[src/rtl/ga_pkg.sv]
// Shared types and defaults for the genetic-algorithm datapath blocks.
// Holds scheduler state encoding, widths, and the seed LFSR step function.
package ga_pkg;

    localparam int          GEN_W_DEF     = 16;
    localparam int          FIT_W_DEF     = 16;
    localparam logic [31:0] LFSR_TAPS_DEF = 32'h8020_0003;

    typedef enum logic [3:0] {
        ST_IDLE    = 4'd0,
        ST_INIT_GO = 4'd1,
        ST_INIT_WT = 4'd2,
        ST_EVAL_GO = 4'd3,
        ST_EVAL_WT = 4'd4,
        ST_SEL_GO  = 4'd5,
        ST_SEL_WT  = 4'd6,
        ST_BRD_GO  = 4'd7,
        ST_BRD_WT  = 4'd8,
        ST_FINISH  = 4'd9,
        ST_FAULT   = 4'd10
    } state_t;

    // Right-shifting Galois step: feedback taps XORed in when a 1 falls out.
    function automatic logic [31:0] lfsr_step(
        input logic [31:0] s,
        input logic [31:0] taps
    );
        return s[0] ? ((s >> 1) ^ taps) : (s >> 1);
    endfunction

endpackage

[src/rtl/seed_lfsr.sv]
// 32-bit Galois LFSR holding the run seed; loadable and single-stepped.
// Ports: clk, rst (sync high), load/load_val, step, out (value after next step).
module seed_lfsr
    import ga_pkg::*;
#(
    parameter logic [31:0] TAPS = LFSR_TAPS_DEF
) (
    input  logic        clk,
    input  logic        rst,
    input  logic        load,
    input  logic [31:0] load_val,
    input  logic        step,
    output logic [31:0] out
);

    logic [31:0] state_q;

    // Exposing the post-step value lets the consumer capture the new
    // seed on the same edge the register advances.
    assign out = lfsr_step(state_q, TAPS);

    always_ff @(posedge clk) begin
        if (rst) begin
            state_q <= '0;
        end else if (load) begin
            state_q <= load_val;
        end else if (step) begin
            state_q <= out;
        end
    end

endmodule

[src/rtl/ga_gen_scheduler.sv]
// Top-level GA run sequencer: init -> eval -> (sel -> brd -> eval)* -> done.
// Ports: run control (start/prg_seed/max_gen/fit_target), stage start/done pairs,
//  best_fit from evaluator, stage_seed, generation, busy, done, error.
module ga_gen_scheduler
    import ga_pkg::*;
#(
    parameter int          GEN_W     = GEN_W_DEF,
    parameter int          FIT_W     = FIT_W_DEF,
    parameter int          TIMEOUT   = 1000000,
    parameter logic [31:0] LFSR_TAPS = LFSR_TAPS_DEF
) (
    input  logic             clk,
    input  logic             rst,
    input  logic             start,
    input  logic [31:0]      prg_seed,
    input  logic [GEN_W-1:0] max_gen,
    input  logic [FIT_W-1:0] fit_target,
    input  logic [FIT_W-1:0] best_fit,
    output logic [31:0]      stage_seed,
    output logic             init_start,
    input  logic             init_done,
    output logic             eval_start,
    input  logic             eval_done,
    output logic             sel_start,
    input  logic             sel_done,
    output logic             brd_start,
    input  logic             brd_done,
    output logic [GEN_W-1:0] generation,
    output logic             busy,
    output logic             done,
    output logic             error
);

    localparam int              WD_W   = $clog2(TIMEOUT + 1);
    localparam logic [WD_W-1:0] WD_LIM = WD_W'(TIMEOUT);

    state_t             state_q, state_d;
    logic [3:0]         pulse_q, pulse_d;
    logic [WD_W-1:0]    wd_q, wd_d, wd_inc;
    logic [GEN_W-1:0]   max_gen_q;
    logic [FIT_W-1:0]   fit_tgt_q;
    logic [31:0]        seed_init, lfsr_nxt;
    logic [GEN_W:0]     gen_nxt;
    logic               accept, go, gen_inc, to_fault;
    logic               armed, wd_hit, fit_hit, last_gen;

    assign init_start = pulse_q[0];
    assign eval_start = pulse_q[1];
    assign sel_start  = pulse_q[2];
    assign brd_start  = pulse_q[3];
    assign busy       = (state_q != ST_IDLE);
    assign done       = (state_q == ST_FINISH);

    // A done is only trusted once the start pulse has been seen by the
    // stage, so levels left over from the previous handshake are ignored.
    assign armed    = ~|pulse_q;
    assign wd_inc   = wd_q + WD_W'(1);
    assign wd_hit   = (wd_inc >= WD_LIM);
    assign fit_hit  = (best_fit >= fit_tgt_q);
    // Checked before the increment, so generation can never wrap.
    assign gen_nxt  = {1'b0, generation} + (GEN_W + 1)'(1);
    assign last_gen = (gen_nxt >= {1'b0, max_gen_q});

    assign seed_init = (prg_seed == 32'd0) ? 32'd1 : prg_seed;

    seed_lfsr #(
        .TAPS     (LFSR_TAPS)
    ) u_seed_lfsr (
        .clk      (clk),
        .rst      (rst),
        .load     (accept),
        .load_val (seed_init),
        .step     (go),
        .out      (lfsr_nxt)
    );

    always_comb begin
        state_d  = state_q;
        pulse_d  = '0;
        wd_d     = wd_q;
        accept   = 1'b0;
        go       = 1'b0;
        gen_inc  = 1'b0;
        to_fault = 1'b0;
        unique case (state_q)
            ST_IDLE, ST_FAULT: begin
                if (start) begin
                    accept  = 1'b1;
                    state_d = ST_INIT_GO;
                end
            end
            ST_INIT_GO: begin
                go         = 1'b1;
                pulse_d[0] = 1'b1;
                wd_d       = '0;
                state_d    = ST_INIT_WT;
            end
            ST_EVAL_GO: begin
                go         = 1'b1;
                pulse_d[1] = 1'b1;
                wd_d       = '0;
                state_d    = ST_EVAL_WT;
            end
            ST_SEL_GO: begin
                go         = 1'b1;
                pulse_d[2] = 1'b1;
                wd_d       = '0;
                state_d    = ST_SEL_WT;
            end
            ST_BRD_GO: begin
                go         = 1'b1;
                pulse_d[3] = 1'b1;
                wd_d       = '0;
                state_d    = ST_BRD_WT;
            end
            ST_INIT_WT: begin
                wd_d = wd_inc;
                if (armed && init_done) begin
                    state_d = ST_EVAL_GO;
                end else if (wd_hit) begin
                    to_fault = 1'b1;
                end
            end
            ST_EVAL_WT: begin
                wd_d = wd_inc;
                if (armed && eval_done) begin
                    state_d = (fit_hit || last_gen) ? ST_FINISH : ST_SEL_GO;
                end else if (wd_hit) begin
                    to_fault = 1'b1;
                end
            end
            ST_SEL_WT: begin
                wd_d = wd_inc;
                if (armed && sel_done) begin
                    state_d = ST_BRD_GO;
                end else if (wd_hit) begin
                    to_fault = 1'b1;
                end
            end
            ST_BRD_WT: begin
                wd_d = wd_inc;
                if (armed && brd_done) begin
                    gen_inc = 1'b1;
                    state_d = ST_EVAL_GO;
                end else if (wd_hit) begin
                    to_fault = 1'b1;
                end
            end
            ST_FINISH: begin
                state_d = ST_IDLE;
            end
            default: begin
                state_d = ST_IDLE;
            end
        endcase
        if (to_fault) begin
            state_d = ST_FAULT;
        end
    end

    always_ff @(posedge clk) begin
        if (rst) begin
            state_q    <= ST_IDLE;
            pulse_q    <= '0;
            wd_q       <= '0;
            max_gen_q  <= '0;
            fit_tgt_q  <= '0;
            generation <= '0;
            error      <= 1'b0;
            stage_seed <= '0;
        end else begin
            state_q <= state_d;
            pulse_q <= pulse_d;
            wd_q    <= wd_d;
            if (accept) begin
                max_gen_q  <= (max_gen == '0) ? GEN_W'(1) : max_gen;
                fit_tgt_q  <= fit_target;
                generation <= '0;
                error      <= 1'b0;
            end else if (gen_inc) begin
                generation <= generation + GEN_W'(1);
            end
            if (to_fault) begin
                error <= 1'b1;
            end
            if (go) begin
                stage_seed <= lfsr_nxt;
            end
        end
    end

endmodule
[config.mk]
export PLATFORM = sky130hd
export DESIGN_NAME = ga_gen_scheduler
export DESIGN_NICKNAME = d
export VERILOG_FILES = /design/src/rtl/ga_pkg.sv /design/src/rtl/seed_lfsr.sv /design/src/rtl/ga_gen_scheduler.sv
export SDC_FILE = /design/constraint.sdc
export NUM_CORES = 1
export LEC_CHECK = 0
export CAP_MARGIN = 20
export CORE_MARGIN = 2
export CORE_UTILIZATION = 30
export CTS_CLUSTER_DIAMETER = 60
export DETAILED_ROUTE_END_ITERATION = 10
export GPL_TIMING_DRIVEN = 0
export HOLD_SLACK_MARGIN = 0.15
export SYNTH_ARGS = -nofsm -noshare
export SYNTH_HDL_FRONTEND = slang
export SYNTH_HIERARCHICAL = 1
export SYNTH_SLANG_ARGS = --single-unit
[constraint.sdc]
create_clock -name clk -period 7.4 [get_ports clk]
set_input_delay 1.11 -clock clk [delete_from_list [all_inputs] [get_ports clk]]
set_output_delay 1.11 -clock clk [all_outputs]
set_load 0.005 [all_outputs]
* Yosys cells after proc, flatten, opt, wreduce, memory -nomap -nowiden
Cells that the tools add are included.
Operators by class: $add $sub $neg 3, $lt $le $gt $ge 3, equality and inequality tests 20, mux-type cells 31, bitwise logic cells 1, reductions and logical operators 21
Operators with widths (number):
- 32-bit 2-to-1 mux | 4
- 20-bit case mux with 2 select lines | 1
- 4-bit case mux with 9 select lines | 1
- 32-bit zero test | 1
- 4-bit 2-to-1 mux | 7
- 20-bit by 1-bit adder with 20-bit output (second input constant) | 1
- 20-bit greater-or-equal comparator (second input constant) | 1
- 16-bit by 1-bit adder with 17-bit output (second input constant) | 1
- 17-bit by 16-bit greater-or-equal comparator with 1-bit output | 1
- 16-bit by 1-bit adder with 16-bit output (second input constant) | 1
- 4-bit by 3-bit == test with 1-bit output (second input constant) | 4
- 16-bit greater-or-equal comparator | 1
- 16-bit zero test | 1
- 1-bit 2-to-1 mux | 16
- 16-bit 2-to-1 mux | 1
- 3-bit inequality test (second input constant) | 5
- 4-bit == test (second input constant) | 3
- 4-bit OR reduction | 3
- 2-bit inequality test (second input constant) | 5
- 5-bit AND reduction | 2
- 4-bit by 2-bit == test with 1-bit output (second input constant) | 2
- 2-bit nonzero test | 3
- 2-bit OR reduction | 3
- 4-bit by 1-bit == test with 1-bit output (second input constant) | 1
- 7 further kinds | 10
Word-level totals: bits in registers 141, input port bits 87, output and inout port bits 55, word-level logic and storage cells 89

* Depth between registers and ports, before layout
Gate-level depths: netlist (run 1).
depth after elaboration 7, mapped depth 15

* Hierarchy
Netlist (run 1), hierarchy kept.
Modules (own cells, without submodules):
- ga_gen_scheduler | instances 1, cells each 768, area each 5808.1 µm², seq. area each 2182.1 µm²
- seed_lfsr | instances 1, cells each 181, area each 1830.5 µm², seq. area each 640.6 µm²

* Worst setup path after synthesis (run 1)
Ideal clock, no wire load.
kind register -> register, from register generation[0], to register, netlist name state_q[3], library setup time 0.077 ns, arrival time 3.191 ns, data required time 7.323 ns, setup slack 4.132 ns, stages on the path, launching flop included 16, clock period less this slack 3.268 ns, path through dfxtp_1 ha_1 and3_4 nand3_4 or3_1 buf_6 nor2_1 xor2_1 ha_1 nand4_1 nor2_1 a21oi_1 o211ai_1 or4b_1 a21o_1 a41oi_2
RTL lines:
- start: declaration | line ga_gen_scheduler.sv:28 | output logic [GEN_W-1:0] generation,
- start signal: assignment | line ga_gen_scheduler.sv:181 | generation <= generation + GEN_W'(1);

==> impl_metrics.tcl, run 1 <==
set metrics [dict create \
    fp.coreArea_mm2 0.0251 \
    ctsRootBufferMaster "clkbuf_16" \
    syn_inst 949 \
    r2r_slack_ns 3.74 \
    dr.pass1.iters 5 \
    drt-wirelength-per-cell_um 14.1 \
    finalWorstSetupSlack_ns 3.74 \
    yosysMostFrequentCell "nand2_1" \
    final_cell_area_mm2 0.0101 \
    reg2reg_depth 15 \
    grt_antenna_before_repair 0 \
    cts_tree "yes" \
    vias 6784 \
    synth_cell_types 62 \
    fin_worst_skew_ns 0.00869 \
    synth_top_area_frac 0.370 \
    overflow 0 \
    synth_area_leaders "dfxtp_1 37%, nand2_1 8.1%, ha_1 5.6%" \
    ir_worst_vdd_mv 0.133 \
    maxSlewViolCount 0 \
    yosys_warnings 6 \
    place_area_mm2 0.00946 \
    grt_max_degree 17 \
    nets 1230 \
    clk_pin_slew_ns 0.06 \
    place_congestion 0.835 \
    die_h_um 164 \
    cp_slowest_cell "dfxtp_1" \
    syn_avg_cell_area_um2 8.05 \
    drtAntennaViolNets 0 \
    fin_setup_tns_ns 0 \
    p_total_uw 2240 \
    required_ns 7.75 \
    hold_class "flip-flop to flip-flop" \
    crit_fanout 6 \
    cts_hold_buffers 0 \
    worstPathArrival_ns 4.00 \
    die_x_um 164 \
    ys.flop_type "dfxtp_1" \
    finalHoldViolCount 0 \
    synth-simple-area-share 0.223 \
    syn_to_final_growth_pct 32.2 \
    crit_type "flip-flop to flip-flop" \
    via_per_inst 4.67 \
    wirelength_mm 20.5 \
    grt_pass1_vias 6637 \
    post-route-drc-count 0 \
    postCtsSetupBuffers 0 \
    clock-sinks 141 \
    synth.ff_latch_count 141 \
    crit_path_end_kind "flip-flop" \
    synth_nets 1070 \
    p_seq_frac 0.381 \
    max_stage_delay_ns 0.50 \
    async_reset_ff_frac 0 \
    fmax_mhz 273 \
    insertion_delay_ns 0.42 \
    reg2reg_from "generation[0]$_SDFFE_PP0P_" \
    drive_above_1_share 0.0909 \
    worstMarginPinSlew_ns 0.699 \
    p_per_area_mw_per_mm2 222 \
    p_sw_frac 0.282 \
    crit_chain "ha_1, and3_4, nand3_4, or3_1, buf_6, nor2_1, xor2_1, ha_1, nand4_1, nor2_1, a21oi_1, o211ai_1, or4b_1, a21o_1, a41oi_2" \
    synth_xor_area_frac 0.0436 \
    synth_adder_area_share 0.0557 \
    finalSetupViolations 0 \
    synth-compound-area-share 0.165 \
    power_frac_comb 0.201 \
    cts.path.max_buffers 2 \
    hold_path.startpoint "stage_seed[10]$_SDFFE_PP0P_" \
    fin_hold_ws_ns 0.453 \
    muxShareOfSynthArea 0.0380 \
    power.internal_uw 1610 \
    power_leakage_uw 0.00366 \
    yosysSeqAreaShare 0.370 \
    cap_viol_max_count 0 \
    cts.repair.resized 0 \
    rows 58 \
    synth_largest_area_cell "dfxtp_1" \
    dp_hpwl_mm 15.6 \
    power_switching_uw 632 \
    start_util 0.304 \
    first_iter_violations 315 \
    numPortBuffers 141 \
    regToRegEndpoint "state_q[3]$_SDFFE_PP0P_" \
    num_antenna_cells 0 \
    cts_buffers 17 \
    min_period_ns 3.66 \
    syn_area_mm2 0.00764 \
    rsz0062_at_grt "no" \
    start_kind "flip-flop" \
    synth-edff-count 0 \
    synth_top_family_by_area "simple AND/OR/NAND/NOR gates" \
    slew_headroom 0.534 \
    period_share 0.494 \
    pin_count 142 \
    hold_path_end "stage_seed[10]$_SDFFE_PP0P_" \
    whs_path_depth 2 \
    status "complete, no violations" \
    synthTopCellsByCount "165 x nand2_1, 141 x dfxtp_1, 82 x a21oi_1, 71 x clkbuf_1, 53 x nor2_1" \
    die_area_mm2 0.0268 \
    grt_usage 0.155 \
    grt_pass1_wl_mm 33.4 \
    cts-htree-levels 4 \
    post-place-ws_ns 3.73 \
    power.share.clock 0.418 \
]
[per-stage QoR]
| stage | util | std cells |
|---|---|---|
| 4_1_cts | 0.402 | 1452 |
| 6_report | 0.402 | 1452 |
| 3_5_place_dp | 0.377 | 1420 |
| 2_1_floorplan | - | 949 |
| 5_1_grt | 0.402 | 1452 |
| 3_3_place_gp | 0.377 | 1420 |
[area by class of cell]
cell class / instances / area, µm²
sequential: 141 / 2820
inverter: 43 / 161
clock buffer: 18 / 429
buffer: 117 / 636
tap: 330 / 413
clock inverter: 14 / 209
multi-input combinational: 648 / 4020
timing repair buffer: 141 / 1410
fill: 2643 / 15000
[cell usage in the layout (no fill, tap or decap), types with 4 or more instances in the layout]
master | netlist | final
clkdlybuf4s50_1 | 0 | 141
ha_1 | 34 | 34
nand2b_1 | 7 | 7
and3_1 | 8 | 8
xor2_1 | 23 | 23
nor2_1 | 53 | 53
a211oi_2 | 11 | 11
inv_6 | 0 | 4
nand2_1 | 165 | 165
nand3_1 | 14 | 14
buf_2 | 4 | 4
o211ai_1 | 7 | 7
nor3_1 | 11 | 11
nor4_1 | 20 | 20
o21ai_0 | 32 | 32
dfxtp_1 | 141 | 141
clkinv_4 | 0 | 4
mux2i_1 | 29 | 29
buf_6 | 10 | 10
nor2b_1 | 29 | 29
nand4_1 | 17 | 17
a21oi_1 | 82 | 82
bufinv_16 | 0 | 4
a211oi_1 | 27 | 27
clkbuf_1 | 71 | 72
a31oi_1 | 6 | 6
xnor2_1 | 15 | 15
o221ai_1 | 4 | 4
clkbuf_16 | 0 | 17
or3_1 | 4 | 4
buf_4 | 31 | 31
inv_1 | 42 | 42
a311oi_1 | 6 | 6
[power groups by stage]
stage | Combinational, µW | Sequential [µW] | Clock (µW)
floorplan | 296 | 862 | 0
global placement | 449 | 870 | 0
detailed placement | 452 | 871 | 0
CTS | 455 | 855 | 951
global route | 505 | 862 | 977
finish | 451 | 855 | 936
[flip-flops by register name (all words and copies together) (netlist names)]
name                 cells
stage_seed              32
u_seed_lfsr/state_q     32
wd_q                    20
fit_tgt_q               16
generation              16
max_gen_q               16
pulse_q                  4
state_q                  4
error                    1
[worst max-delay path by stage]
stage | from | endpoint | slack (ns) | cells after the start
finish | generation[0]$_SDFFE_PP0P_ | state_q[3]$_SDFFE_PP0P_ | 3.74 | 15
global route | generation[0]$_SDFFE_PP0P_ | state_q[3]$_SDFFE_PP0P_ | 3.52 | 15
CTS | generation[0]$_SDFFE_PP0P_ | state_q[3]$_SDFFE_PP0P_ | 3.71 | 15
detailed placement | generation[0]$_SDFFE_PP0P_ | state_q[3]$_SDFFE_PP0P_ | 3.73 | 15
global placement | generation[0]$_SDFFE_PP0P_ | state_q[3]$_SDFFE_PP0P_ | 3.79 | 15
floorplan | generation[0]$_SDFFE_PP0P_ | state_q[3]$_SDFFE_PP0P_ | 4.13 | 15
[critical path: cells and delay by family (launching register included)]
family,cells,cell delay (ns)
AND/OR/NAND/NOR,7,1.56
AO/OA/AOI/OAI,4,0.68
adder cells (fa/ha/maj),2,0.60
flip-flops,1,0.50
buffers and inverters,1,0.15
XOR/XNOR,1,0.09
[routing by layer]
layer | wire (µm) | track usage | part of all wire
met1 | 10000 | 0.202 | 0.49
met2 | 9600 | 0.263 | 0.47
met3 | 676 | 0.0279 | 0.033
met4 | 208 | 0.0419 | 0.010
met5 | 0 | 0 | 0
[cell families after synthesis]
kind of cell,Yosys count
AOI/OAI and AO/OA,194
xor gates and xnor gates,38
adders and majority gates,34
buffers and inverters,160
DFF,141
muxes,29
and+or+nand+nor,353
No activity file was read; power rests on OpenSTA's default activity.
==> run 2, diff against run 1 <==
clock period = 3.5 ns   (was 7.4 ns; I/O delays follow)
==> impl_metrics.tcl, run 2 (synthesis results as in run 1) <==
set metrics [dict create \
    status "complete, no violations" \
    place_congestion 0.835 \
    layout_common_cells "165 x nand2_1, 141 x clkdlybuf4s50_1, 138 x dfxtp_1, 82 x a21oi_1, 72 x clkbuf_1" \
    worstMarginPinSlew_ns 0.699 \
    wirelength_mm 20.6 \
    cts_hold_buffers 0 \
    p_sw_frac 0.281 \
    final_cell_area_mm2 0.0102 \
    required_ns 3.84 \
    period_share 0.948 \
    grt_usage 0.155 \
    die_area_mm2 0.0268 \
    drtAntennaViolNets 0 \
    power_leakage_uw 0.00370 \
    slew_headroom 0.534 \
    fin_hold_ws_ns 0.453 \
    hold_path.startpoint "stage_seed[10]$_SDFFE_PP0P_" \
    rows 58 \
    min_period_ns 3.32 \
    cts-htree-levels 4 \
    first_iter_violations 313 \
    start_util 0.304 \
    cap_viol_max_count 0 \
    start_kind "flip-flop" \
    fillCellCount 2638 \
    clk_pin_slew_ns 0.06 \
    p_total_uw 4740 \
    p_seq_frac 0.381 \
    ctsRootBufferMaster "clkbuf_16" \
    post-route-drc-count 0 \
    drt-wirelength-per-cell_um 14.1 \
    overflow 0 \
    layout_commonest_cell "nand2_1" \
    crit_fanout 6 \
    fin_util 0.406 \
    drive_above_1_share 0.101 \
    grt_antenna_before_repair 0 \
    die_x_um 164 \
    largestRegisters "stage_seed (32), u_seed_lfsr/state_q (32), wd_q (20)" \
    finalHoldViolCount 0 \
    die_h_um 164 \
    cts.path.max_buffers 2 \
    cts_tree "yes" \
    nets 1235 \
    power.internal_uw 3410 \
    post-place-ws_ns -0.171 \
    fmax_mhz 302 \
    grt_max_degree 17 \
    dr.pass1.iters 4 \
    power_frac_comb 0.202 \
    fp.coreArea_mm2 0.0251 \
    power_switching_uw 1330 \
    finalWorstSetupSlack_ns 0.184 \
    insertion_delay_ns 0.42 \
    place_area_mm2 0.00946 \
    vias 6830 \
    finalSetupViolations 0 \
    numPortBuffers 141 \
    clock-sinks 141 \
    hold_class "flip-flop to flip-flop" \
    crit_start "generation[0]$_SDFFE_PP0P_" \
    pin_count 142 \
    grt_pass1_vias 6661 \
    reg2reg_from "generation[0]$_SDFFE_PP0P_" \
    syn_to_final_growth_pct 33.3 \
    crit_path_end_kind "flip-flop" \
    num_antenna_cells 0 \
    dp_hpwl_mm 15.6 \
    ir_worst_vdd_mv 0.282 \
    p_per_area_mw_per_mm2 465 \
    grt_pass1_wl_mm 33.4 \
    maxSlewViolCount 0 \
    rsz0062_at_grt "no" \
    worstPathArrival_ns 3.66 \
    fin_worst_skew_ns 0.00862 \
    cts_buffers 17 \
    via_per_inst 4.69 \
    power.share.clock 0.417 \
    crit_type "flip-flop to flip-flop" \
]
## run 2: power by group through the flow
| stage | combinational (µW) | clock, µW | sequential, µW |
|---|---|---|---|
| final | 957 | 1970 | 1810 |
| after CTS | 966 | 2010 | 1810 |
| after global placement | 950 | 0 | 1840 |
| after floorplan | 627 | 0 | 1820 |
| after global routing | 1070 | 2070 | 1820 |
| after detailed placement | 956 | 0 | 1840 |
## run 2: layout make-up
cell class              instances  area, µm²  share of cell area
clock buffers                  18        429              0.0421
repair buffers                146       1450               0.142
inverters                      43        161              0.0159
flip-flops and latches        141       2830               0.278
plain buffers                 117        636              0.0624
multi-input cells             648       4050               0.398
well taps                     330        413              0.0406
clock inverters                14        209              0.0205
## run 2: final timing paths
check                                              endpoint  slack, ns  cells past startpoint
worst max-delay path                state_q[3]$_SDFFE_PP0P_       0.18                     15
worst min-delay path            stage_seed[10]$_SDFFE_PP0P_       0.45                      2
worst max register to register      state_q[3]$_SDFFE_PP0P_       0.18                     15
worst min register to register  stage_seed[10]$_SDFFE_PP0P_       0.45                      2
## run 2: layer usage
| layer | up-vias | share of wire | GRT usage |
|---|---|---|---|
| met4 | 0 | 0.0093 | 0.0443 |
| met5 | - | 0 | 0 |
| li1 | 3574 | - | - |
| met1 | 3115 | 0.48 | 0.201 |
| met2 | 126 | 0.47 | 0.262 |
| met3 | 15 | 0.036 | 0.0295 |
## run 2: critical path, stage by stage (launching register included)
cell,delay [ns]
dfxtp_4,0.38
ha_4,0.15
and3_4,0.21
nand3_4,0.10
or3_4,0.35
buf_6,0.14
nor2_2,0.11
xor2_1,0.08
ha_1,0.33
nand4_1,0.14
nor2_1,0.19
o31ai_1,0.10
o211ai_1,0.12
or4b_1,0.45
a21o_1,0.20
a41oi_2,0.18
## run 2: through the flow
stage / instances / setup TNS (ns)
after floorplan: 949 / 0
after global placement: 1420 / -0.106
after detailed placement: 1420 / -0.176
after CTS: 1453 / 0
after global routing: 1457 / 0
final: 1457 / 0
## run 2: timing repair
action                                  in CTS  in global routing
resized for setup                            5                  6
pin swaps                                    2                  6
buffers inserted                             1                  4
endpoints found under the setup margin       2                  2
gates cloned                                 0                  0
